===== src/rtl/dac_rx_pkg.sv =====
// dac_rx_pkg: shared types and constants for the DAC frame receiver.
//   - rx_state_e   : frame FSM states (ARM, IDLE, SHIFT, CHECK)
//   - *_REG        : Wishbone register indices (byte address bits [3:2])
//   - STAT_*       : STATUS register bit positions
//   - DEF_*        : default frame geometry and command value
package dac_rx_pkg;

    typedef enum logic [1:0] {
        ST_ARM   = 2'd0,
        ST_IDLE  = 2'd1,
        ST_SHIFT = 2'd2,
        ST_CHECK = 2'd3
    } rx_state_e;

    localparam logic [1:0] STATUS_REG = 2'd0;
    localparam logic [1:0] CODE_REG   = 2'd1;
    localparam logic [1:0] RAW_REG    = 2'd2;

    localparam int STAT_VLD_BIT     = 0;
    localparam int STAT_LEN_BIT     = 1;
    localparam int STAT_CMD_BIT     = 2;
    localparam int STAT_CLR_CNT_BIT = 3;   // write-only: clears frame_cnt
    localparam int STAT_CNT_LSB     = 16;

    localparam int         DEF_FRAME_WIDTH  = 24;
    localparam int         DEF_CODE_WIDTH   = 16;
    localparam int         DEF_SYNC_STAGES  = 2;
    localparam logic [3:0] DEF_EXPECTED_CMD = 4'b0011;

endpackage


===== src/rtl/dac_frame_rx_sig_sync.sv =====
// sig_sync: STAGES-deep synchronizer with single-cycle edge pulses.
//   wb_clk_i, wb_rst_i : clock, async active-high reset
//   din                : asynchronous input
//   q                  : synchronized level
//   rise / fall        : one-cycle pulses on q transitions
module sig_sync #(
    parameter int STAGES = 2
) (
    input  logic wb_clk_i,
    input  logic wb_rst_i,
    input  logic din,
    output logic q,
    output logic rise,
    output logic fall
);

    logic [STAGES-1:0] chain;
    logic              q_d;

    always_ff @(posedge wb_clk_i or posedge wb_rst_i) begin
        if (wb_rst_i) begin
            chain <= '0;
            q_d   <= 1'b0;
        end else begin
            chain <= (chain << 1) | STAGES'(din);
            q_d   <= chain[STAGES-1];
        end
    end

    assign q    = chain[STAGES-1];
    assign rise = q & ~q_d;
    assign fall = ~q & q_d;

endmodule


===== src/rtl/dac_frame_rx.sv =====
// dac_frame_rx: deserializes 24-bit DAC SPI frames (sync/sclk/sdi) in the
// wb_clk_i domain, validates length and (optionally) command/tail fields,
// strobes the decoded code, and exposes status/code/raw frame over Wishbone.
//   wb_*        : Wishbone slave (regs: 0 STATUS, 1 CODE, 2 RAW)
//   sync_i      : frame select, active-low
//   sclk_i      : serial clock, sdi sampled on falling edge, MSB first
//   sdi_i       : serial data
//   code_o      : last accepted code, code_vld_o pulses when it updates
//   frame_err_o : pulses on a rejected frame
// Build option: define DAC_FRAME_RX_STRICT_CMD_EN to check the command
// nibble and zero tail; otherwise only frame length gates acceptance.
module dac_frame_rx
    import dac_rx_pkg::*;
#(
    parameter int         FRAME_WIDTH  = DEF_FRAME_WIDTH,
    parameter int         CODE_WIDTH   = DEF_CODE_WIDTH,
    parameter int         SYNC_STAGES  = DEF_SYNC_STAGES,
    parameter logic [3:0] EXPECTED_CMD = DEF_EXPECTED_CMD
) (
    input  logic                  wb_clk_i,
    input  logic                  wb_rst_i,
    input  logic [31:0]           wb_dat_i,
    output logic [31:0]           wb_dat_o,
    input  logic [31:0]           wb_adr_i,
    input  logic                  wb_we_i,
    input  logic                  wb_cyc_i,
    input  logic                  wb_stb_i,
    input  logic [3:0]            wb_sel_i,
    output logic                  wb_ack_o,
    input  logic                  sync_i,
    input  logic                  sclk_i,
    input  logic                  sdi_i,
    output logic [CODE_WIDTH-1:0] code_o,
    output logic                  code_vld_o,
    output logic                  frame_err_o
);

    logic sync_s, sync_rise, sync_fall;
    logic sclk_s, sclk_rise, sclk_fall;
    logic sdi_s, sdi_rise, sdi_fall;

    // sdi shares the synchronizer depth so it stays aligned with sclk edges
    sig_sync #(.STAGES(SYNC_STAGES)) u_sync_sync (
        .wb_clk_i(wb_clk_i), .wb_rst_i(wb_rst_i), .din(sync_i),
        .q(sync_s), .rise(sync_rise), .fall(sync_fall));
    sig_sync #(.STAGES(SYNC_STAGES)) u_sclk_sync (
        .wb_clk_i(wb_clk_i), .wb_rst_i(wb_rst_i), .din(sclk_i),
        .q(sclk_s), .rise(sclk_rise), .fall(sclk_fall));
    sig_sync #(.STAGES(SYNC_STAGES)) u_sdi_sync (
        .wb_clk_i(wb_clk_i), .wb_rst_i(wb_rst_i), .din(sdi_i),
        .q(sdi_s), .rise(sdi_rise), .fall(sdi_fall));

    rx_state_e              state;
    logic [FRAME_WIDTH-1:0] shreg;
    logic [FRAME_WIDTH-1:0] raw_reg;
    logic [4:0]             bit_cnt;
    logic                   len_bad, cmd_bad, frame_ok, frame_bad;

    assign len_bad = (bit_cnt != 5'(FRAME_WIDTH));
`ifdef DAC_FRAME_RX_STRICT_CMD_EN
    assign cmd_bad = (shreg[FRAME_WIDTH-1 -: 4] != EXPECTED_CMD) || (shreg[3:0] != 4'd0);
`else
    assign cmd_bad = 1'b0;
`endif
    assign frame_ok  = (state == ST_CHECK) && !len_bad && !cmd_bad;
    assign frame_bad = (state == ST_CHECK) && (len_bad || cmd_bad);

    always_ff @(posedge wb_clk_i or posedge wb_rst_i) begin
        if (wb_rst_i) begin
            state       <= ST_ARM;
            shreg       <= '0;
            bit_cnt     <= '0;
            raw_reg     <= '0;
            code_o      <= '0;
            code_vld_o  <= 1'b0;
            frame_err_o <= 1'b0;
        end else begin
            code_vld_o  <= 1'b0;
            frame_err_o <= 1'b0;
            case (state)
                // a sync still low after reset belongs to a discarded frame
                ST_ARM: if (sync_s) state <= ST_IDLE;
                ST_IDLE: begin
                    if (sync_fall) begin
                        shreg   <= '0;
                        bit_cnt <= '0;
                        state   <= ST_SHIFT;
                    end
                end
                ST_SHIFT: begin
                    // an sclk fall in the same cycle as sync rise still counts
                    if (sclk_fall) begin
                        shreg <= {shreg[FRAME_WIDTH-2:0], sdi_s};
                        if (bit_cnt != 5'd31) bit_cnt <= bit_cnt + 5'd1;
                    end
                    if (sync_rise) state <= ST_CHECK;
                end
                ST_CHECK: begin
                    raw_reg <= shreg;
                    if (frame_ok) begin
                        code_o     <= shreg[CODE_WIDTH+3:4];
                        code_vld_o <= 1'b1;
                    end
                    frame_err_o <= frame_bad;
                    state       <= ST_IDLE;
                end
                default: state <= ST_ARM;
            endcase
        end
    end

    // Wishbone slave and status registers
    logic        frame_vld, len_err, cmd_err;
    logic [15:0] frame_cnt;
    logic        wb_req, wr_stat;
    logic [31:0] rd_data;

    // ack-gated so a held strobe still yields single-cycle acks
    assign wb_req  = wb_cyc_i & wb_stb_i & ~wb_ack_o;
    assign wr_stat = wb_req & wb_we_i & wb_sel_i[0] & (wb_adr_i[3:2] == STATUS_REG);

    always_comb begin
        rd_data = '0;
        case (wb_adr_i[3:2])
            STATUS_REG: begin
                rd_data[STAT_VLD_BIT]       = frame_vld;
                rd_data[STAT_LEN_BIT]       = len_err;
                rd_data[STAT_CMD_BIT]       = cmd_err;
                rd_data[STAT_CNT_LSB +: 16] = frame_cnt;
            end
            CODE_REG: rd_data[CODE_WIDTH-1:0]  = code_o;
            RAW_REG:  rd_data[FRAME_WIDTH-1:0] = raw_reg;
            default:  rd_data = '0;
        endcase
    end

    always_ff @(posedge wb_clk_i or posedge wb_rst_i) begin
        if (wb_rst_i) begin
            wb_ack_o  <= 1'b0;
            wb_dat_o  <= '0;
            frame_vld <= 1'b0;
            len_err   <= 1'b0;
            cmd_err   <= 1'b0;
            frame_cnt <= '0;
        end else begin
            wb_ack_o <= wb_req;
            if (wb_req && !wb_we_i) wb_dat_o <= rd_data;

            // W1C first, then sets, so a same-cycle set wins
            if (wr_stat) begin
                if (wb_dat_i[STAT_VLD_BIT]) frame_vld <= 1'b0;
                if (wb_dat_i[STAT_LEN_BIT]) len_err   <= 1'b0;
                if (wb_dat_i[STAT_CMD_BIT]) cmd_err   <= 1'b0;
            end
            if (frame_ok)             frame_vld <= 1'b1;
            if (frame_bad && len_bad) len_err   <= 1'b1;
            if (frame_bad && cmd_bad) cmd_err   <= 1'b1;

            if (wr_stat && wb_dat_i[STAT_CLR_CNT_BIT])
                frame_cnt <= frame_ok ? 16'd1 : 16'd0;
            else if (frame_ok)
                frame_cnt <= frame_cnt + 16'd1;
        end
    end

    logic unused_ok;
    assign unused_ok = ^{wb_adr_i[31:4], wb_adr_i[1:0], wb_dat_i[31:4], wb_sel_i[3:1],
                         sclk_s, sclk_rise, sdi_rise, sdi_fall, EXPECTED_CMD};

endmodule


===== config.mk =====
export PLATFORM = sky130hd
export DESIGN_NAME = dac_frame_rx
export DESIGN_NICKNAME = d
export VERILOG_FILES = /design/src/rtl/dac_rx_pkg.sv /design/src/rtl/dac_frame_rx_sig_sync.sv /design/src/rtl/dac_frame_rx.sv
export SDC_FILE = /design/constraint.sdc
export NUM_CORES = 1
export LEC_CHECK = 0
export ABC_AREA = 1
export BUFFER_PORTS_ARGS = -buffer_cell sky130_fd_sc_hd__buf_2
export CORE_UTILIZATION = 40
export DETAILED_ROUTE_END_ITERATION = 8
export PLACE_DENSITY = 0.66
export SKIP_CTS_REPAIR_TIMING = 1
export SLEW_MARGIN = 10
export SYNTH_ARGS = -nofsm -noshare
export SYNTH_HDL_FRONTEND = slang
export SYNTH_SLANG_ARGS = --single-unit

===== constraint.sdc =====
create_clock -name wb_clk_i -period 6.1 [get_ports wb_clk_i]
set_input_delay 1.22 -clock wb_clk_i [delete_from_list [all_inputs] [get_ports wb_clk_i]]
set_output_delay 1.22 -clock wb_clk_i [all_outputs]
set_load 0.03 [all_outputs]

==> summary.md, run 1 <==
| Metric | Value |
|---|---|
| Via count | 4,637 |
| Tmin final | 2.82 ns |
| Period utilisation layout | 46.2% |
| Die extent in y | 123 um |
| Skew final | 0.00927 ns |
| GRT Residual Overflow | 0 |
| GPL Wtd Cong | 0.824 |
| Die ar. | 15,200 um2 |
| Crit path DAT | 3.12 ns |
| Leak | 3.39 nW |
| RSZ-0062 raised after global routing | no |
| First-pass GRT wire length | 21,700 um |
| Initial antenna violation count | 0 |
| Normalized max-slew margin | 18.9% |
| Post-Syn Nets | 759 |
| CP Max Fanout | 17 |
| Post-DP HPWL | 8830 um |
| H-tree Lvls | 4 |
| Required time worst endpoint | 6.40 ns |
| R2r setup slk | 3.39 ns |
| Pwr Density | 335 nW/um2 |
| DRC viols | 0 |
| CTS buffer count | 17 |
| Die span in x | 123 um |
| Max Cap Viol | 0 |
| Via-to-Cell Ratio | 5.06 |
| Core Area | 14,100 um2 |
| Fin. Hold Viols | 0 |
| First-pass DRT Iterations | 7 |
| Register area share after synthesis | 56.1% |
| Clk Latency, worst-skew pair | 0.42 ns |
| Routed WL per cell | 14.4 um |
| Synth Register Bits | 132 |
| Fmax | 0.355 GHz |
| Syn. warnings | 0 |
| Syn Inst Count | 670 |
| Max reg flops | 32 |
| Commonest non-fill, non-tap cell in the layout | nand2_1 |
| Reg-to-reg startpoint | state[0]$_DFFE_PP0P_ |
| Fin area | 6840 um2 |
| Setup CP Type | primary input to flip-flop |
| Hold_ws | 0.346 ns |
| Final #Nets | 817 |
| Fillers | 1,312 |
| TNS Setup | 0 ns |
| Share of cells above drive strength 1 | 16.4% |
| Largest net degree at the start of global routing | 72 |
| R2R cell count | 7 |
| GR Util All Layers | 18.8% |
| Flip-flop and latch area | 3300 um2 |
| Critical path endpoint category | flip-flop |
| Run status | completed |
| DR iter-0 viols | 419 |
| Hold Crit Depth | 0 |
| Root Driver | clkbuf_16 |
| Hold path startpoint | u_sdi_sync.chain[0]$_DFF_PP0_ |
| HP Class | flip-flop to flip-flop |
| Final wirelength | 13,200 um |
| Reg-to-Reg End | shreg[21]$_DFFE_PP0P_ |
| Commonest non-fill, non-tap cells in the layout | 224 x nand2_1, 132 x dfrtp_1, 64 x inv_1, 64 x buf_2, 59 x o21ai_0 |
| Vias in the first global route | 4,392 |
| Hold EP | u_sdi_sync.chain[1]$_DFF_PP0_ |
| Setup Slack @ Placement | 2.86 ns |
| Synthesized area per cell | 8.79 um2 |
| Worst setup margin | 3.28 ns |
| Peak VDD IR | 0.239 mV |
| Sinks on Clock Net | 132 |
| IO buf count | 64 |
| Number of distinct library cells after synthesis | 30 |
| Ant. Diodes | 0 |
| Starting Density | 41.8% |
| Crit start category | primary input |
| Clock transition at path regs | 0.06 ns |
| Finish-stage setup viols | 0 |
| Area occupied by multi-input gates | 2120 um2 |
| Area Growth Syn to Fin | 16.1% |
| Antenna Nets Post-Route | 0 |
| Area after DPL | 6280 um2 |
| Cell Rows | 43 |
| Synthesized cell area | 5890 um2 |
| Clock Path Buffers | 2 |
| Least-Margin Pin Slew | 1.22 ns |
| Final Max Slew Viols | 0 |
| I/O pin count | 127 |
| TritonCTS clock tree | yes |
| Total power | 2.29 mW |
==> report_power, final <==
| part | internal (mW) | total [mW] | switching (mW) |
|---|---|---|---|
| sequential | 0.920 | 0.952 | 0.0323 |
| clock | 0.621 | 0.965 | 0.344 |
| combinational | 0.0838 | 0.373 | 0.289 |
==> critical path, cell delays in order <==
cell     delay (ns)
buf_2          0.12
inv_1          0.08
ha_1           0.41
inv_2          0.24
nor2_4         0.18
nand3_2        0.33
nand2_2        0.23
inv_2          0.09
a21oi_1        0.16
inv_1          0.05
==> final cells by class <==
cell class / instances / share of cell area, %
Timing Repair Buffer: 68 / 5.12
Clock buffer: 22 / 6.94
Tap cell: 180 / 3.29
Sequential cell: 132 / 48.3
Clock inverter: 6 / 1.17
Inverter: 74 / 4.10
Multi-Input combinational cell: 435 / 31.1
==> kinds of logic (layout without fill, tap and decap cells) <==
logic type,after synthesis,count (layout),share of synthesized area [%]
buf+inv,103,170,7.82
compound gates,116,116,10.9
flops,132,132,56.1
fa+ha+maj,13,13,2.76
xor+xnor,2,2,0.298
simple gates,304,304,22.1
==> Yosys cell counts <==
cell	number	area, um2
a21oi_1	10	50.1
a22o_1	1	8.76
a31oi_1	4	25.0
buf_2	9	45.0
buf_4	4	30.0
buf_6	5	56.3
clkbuf_1	10	37.5
clkbuf_8	1	13.8
dfrtp_1	132	3300
ha_1	13	163
inv_1	65	244
inv_2	9	33.8
nand2_1	224	841
nand2_2	3	18.8
nand3_1	27	135
nand3_2	5	50.1
nand4_1	9	56.3
nor2_1	27	101
nor2_2	2	12.5
nor2_4	3	33.8
nor2_8	2	40.0
nor3_1	2	10.0
o211ai_1	1	7.51
o21ai_0	59	295
o21ai_1	15	75.1
o22ai_1	18	113
o31ai_1	6	45.0
o31ai_2	2	25.0
xnor2_1	1	8.76
xor2_1	1	8.76
==> per-stage QoR <==
stage	instances	utilization [%]
final	917	48.5
after CTS	917	48.5
after detailed placement	889	44.6
after global placement	889	44.6
after floorplan	670	-
after global routing	917	48.5
==> how the worst max path moves through the flow <==
| stage | cells past startpoint | slack, ns | start | end |
|---|---|---|---|---|
| floorplan | 1 | 1.35 | wb_rst_i | bit_cnt[0]$_DFFE_PP0P_ |
| global placement | 10 | 2.97 | wb_adr_i[2] | frame_cnt[0]$_DFFE_PP0P_ |
| detailed placement | 10 | 2.86 | wb_adr_i[2] | frame_cnt[0]$_DFFE_PP0P_ |
| CTS | 10 | 3.29 | wb_adr_i[2] | frame_cnt[0]$_DFFE_PP0P_ |
| global route | 10 | 3.12 | wb_adr_i[2] | frame_cnt[0]$_DFFE_PP0P_ |
| finish | 10 | 3.28 | wb_adr_i[2] | frame_cnt[0]$_DFFE_PP0P_ |
==> per-layer routing <==
layer  track usage (%)  vias to the layer above  routed length (um)
li1                  -                     2264                   -
met1              24.5                     2256                6050
met2              30.4                      103                6380
met3              4.66                       14                 599
met4              6.85                        0                 217
met5                 0                        -                   0
Power figures use the tool's default switching activity.
==> run 2: changes to the inputs <==
==> constraint.sdc (replaced) <==
create_clock -name wb_clk_i -period 2.7 [get_ports wb_clk_i]
set_input_delay 0.54 -clock wb_clk_i [delete_from_list [all_inputs] [get_ports wb_clk_i]]
set_output_delay 0.54 -clock wb_clk_i [all_outputs]
set_load 0.03 [all_outputs]
==> run 2 against run 1 <==
  * Clock-buffer cell count is 1 lower
  * Cell count is 1.1% higher
  * Critical path depth is 3 lower
  * Clock skew is 0.0038 ns lower
  * Setup slack worse by 2.7 ns
  * Register-to-register slack worse by 2.8 ns
  * Combinational power is 130% higher
  * Wire length is 1.4% lower
  * Clock power grew to 2.5 times the previous value
==> summary.md, run 2 (synthesis gave the netlist of run 1 again) <==
| Metric | Value |
|---|---|
| Crit path DAT | 2.40 ns (-0.72 ns) |
| HP Class | primary input to async pin |
| Area Growth Syn to Fin | 18.4% |
| I/O pin count | 127 (unchanged) |
| Largest net degree at the start of global routing | 75 (+4.2%) |
| Via count | 4,648 (+0.24%) |
| Clock transition at path regs | 0.06 ns (about the same) |
| Via-to-Cell Ratio | 5.01 (-0.84%) |
| Total power | 5.41 mW (+140%) |
| GR Util All Layers | 18.8% (-0.033 points) |
| Clock Path Buffers | 2 (unchanged) |
| TNS Setup | 0 ns (unchanged) |
| Setup CP Type | flip-flop to flip-flop |
| RSZ-0062 raised after global routing | no |
| Finish-stage setup viols | 0 (unchanged) |
| Max Cap Viol | 0 (unchanged) |
| Clk Latency, worst-skew pair | 0.42 ns (about the same) |
| Initial antenna violation count | 0 (unchanged) |
| Period utilisation layout | 78.8% |
| Starting Density | 41.8% (unchanged) |
| Cells after DPL | 895 (+0.67%) |
| Vias in the first global route | 4,451 (+1.3%) |
| Leak | 3.44 nW (+1.6%) |
| Flip-flop and latch area | 3300 um2 (unchanged) |
| Share of cells above drive strength 1 | 17.8% (+1.4 points) |
| Antenna Nets Post-Route | 0 (unchanged) |
| Fin. Hold Viols | 0 (unchanged) |
| CP Max Fanout | 37 (+20) |
| Sinks on Clock Net | 132 (unchanged) |
| Final core occ | 49.4% (+0.95 points) |
| Normalized max-slew margin | 58.2% (+39 points) |
| Commonest non-fill, non-tap cell in the layout | nand2_1 |
| Ant. Diodes | 0 (unchanged) |
| Final non-filler cell total | 927 (+1.1%) |
| Die span in x | 123 um (unchanged) |
| Required time worst endpoint | 2.97 ns (-3.43 ns) |
| Area occupied by multi-input gates | 2120 um2 (unchanged) |
| Final #Nets | 823 (+0.73%) |
| Die ar. | 15,200 um2 (unchanged) |
| First-pass DRT Iterations | 5 (-2) |
| CTS buffer count | 17 (unchanged) |
| Root Driver | clkbuf_16 |
| Tmin final | 2.13 ns |
| Least-Margin Pin Slew | 0.627 ns (-0.590 ns) |
| Final Max Slew Viols | 0 (unchanged) |
| GPL Wtd Cong | 0.879 (+6.7%) |
| Routed WL per cell | 14.1 um (-2.4%) |
| Core Area | 14,100 um2 (unchanged) |
| Critical path endpoint category | flip-flop |
| Fillers | 1,308 (-0.30%) |
| Final wirelength | 13,100 um (-1.4%) |
| GRT Residual Overflow | 0 (unchanged) |
| Pwr Density | 776 nW/um2 (+130%) |
| DRC viols | 0 (unchanged) |
| H-tree Lvls | 4 (unchanged) |
| First-pass GRT wire length | 21,500 um (-0.79%) |
| Fmax | 0.470 GHz |
| DR iter-0 viols | 346 (-17%) |
| Die extent in y | 123 um (unchanged) |
| Post-DP HPWL | 9070 um (+2.7%) |
| IO buf count | 64 (unchanged) |
| Commonest non-fill, non-tap cells in the layout | 224 x nand2_1, 132 x dfrtp_1, 64 x inv_1, 64 x buf_2, 59 x o21ai_0 |
| Peak VDD IR | 0.484 mV (+100%) |
| Skew final | 0.00544 ns (-0.00383 ns) |
| Cell Rows | 43 (unchanged) |
| TritonCTS clock tree | yes |
| Run status | completed |
| Crit start category | flip-flop |
| Max reg flops | 32 (unchanged) |
run 2: cell types whose count changed in the layout (fill, tap and decap cells not counted), sizes merged:
| cell | change |
|---|---|
| buf | +6 |
| bufinv | +1 |
| clkbuf | -1 |
| clkinvlp | +4 |
run 2: metrics by stage:
step,setup slack [ns],hold WS (ns),cell area [um2]
after global placement,0.643,0.332,6340
after CTS,0.531,0.119,6970
after detailed placement,0.561,0.337,6340
final,0.573,0.114,6970
after global routing,0.392,0.133,6970
after floorplan,0.523,0.331,5890
run 2: power by group:
group | switching (mW) | internal (mW) | total [mW] | leakage (nW)
sequential | 0.0685 | 2.08 | 2.15 | 1.79
combinational | 0.637 | 0.205 | 0.842 | 1.35
clock | 0.870 | 1.55 | 2.42 | 0.302
total | 1.58 | 3.83 | 5.41 | 3.44
run 2: critical path, cell delays in order, from the launching register on:
cell and delay, ns:
dfrtp_1 0.39, inv_1 0.10, ha_1 0.16, nand2_1 0.05
inv_1 0.08, nand3_2 0.36, inv_2 0.63, o21ai_0 0.19
run 2: final timing paths:
path	startpoint	to	slack [ns]	cells after the start
worst max-delay path	bit_cnt[0]$_DFFE_PP0P_	code_o[8]$_DFFE_PP0P_	0.57	7
worst min-delay path	wb_rst_i	bit_cnt[3]$_DFFE_PP0P_	0.11	2
max in group asynchronous	wb_rst_i	wb_dat_o[8]$_DFFE_PP0P_	1.89	3
min in group wb_clk_i	sclk_i	u_sclk_sync.chain[0]$_DFF_PP0_	0.22	1
worst min register to register	u_sync_sync.chain[0]$_DFF_PP0_	u_sync_sync.chain[1]$_DFF_PP0_	0.35	0
worst max register to register	bit_cnt[0]$_DFFE_PP0P_	code_o[8]$_DFFE_PP0P_	0.57	7
run 2: layer usage:
| metal | GRT usage [%] | up-vias | part of all wire [%] | routed length [um] |
|---|---|---|---|---|
| li1 | - | 2281 | - | - |
| met1 | 24.7 | 2249 | 45 | 5860 |
| met2 | 29.5 | 103 | 48 | 6310 |
| met3 | 5.26 | 15 | 5.5 | 720 |
| met4 | 7.23 | 0 | 1.4 | 178 |
| met5 | 0 | - | 0 | 0 |
run 2: cell type report:
type                       count  area share [%]
sequential                   132            47.4
multi-input combinational    435            30.5
clock buffer                  21            6.89
timing repair buffer          74            5.85
inverter                      74            4.04
tap                          180            3.23
clock inverter                11            2.14
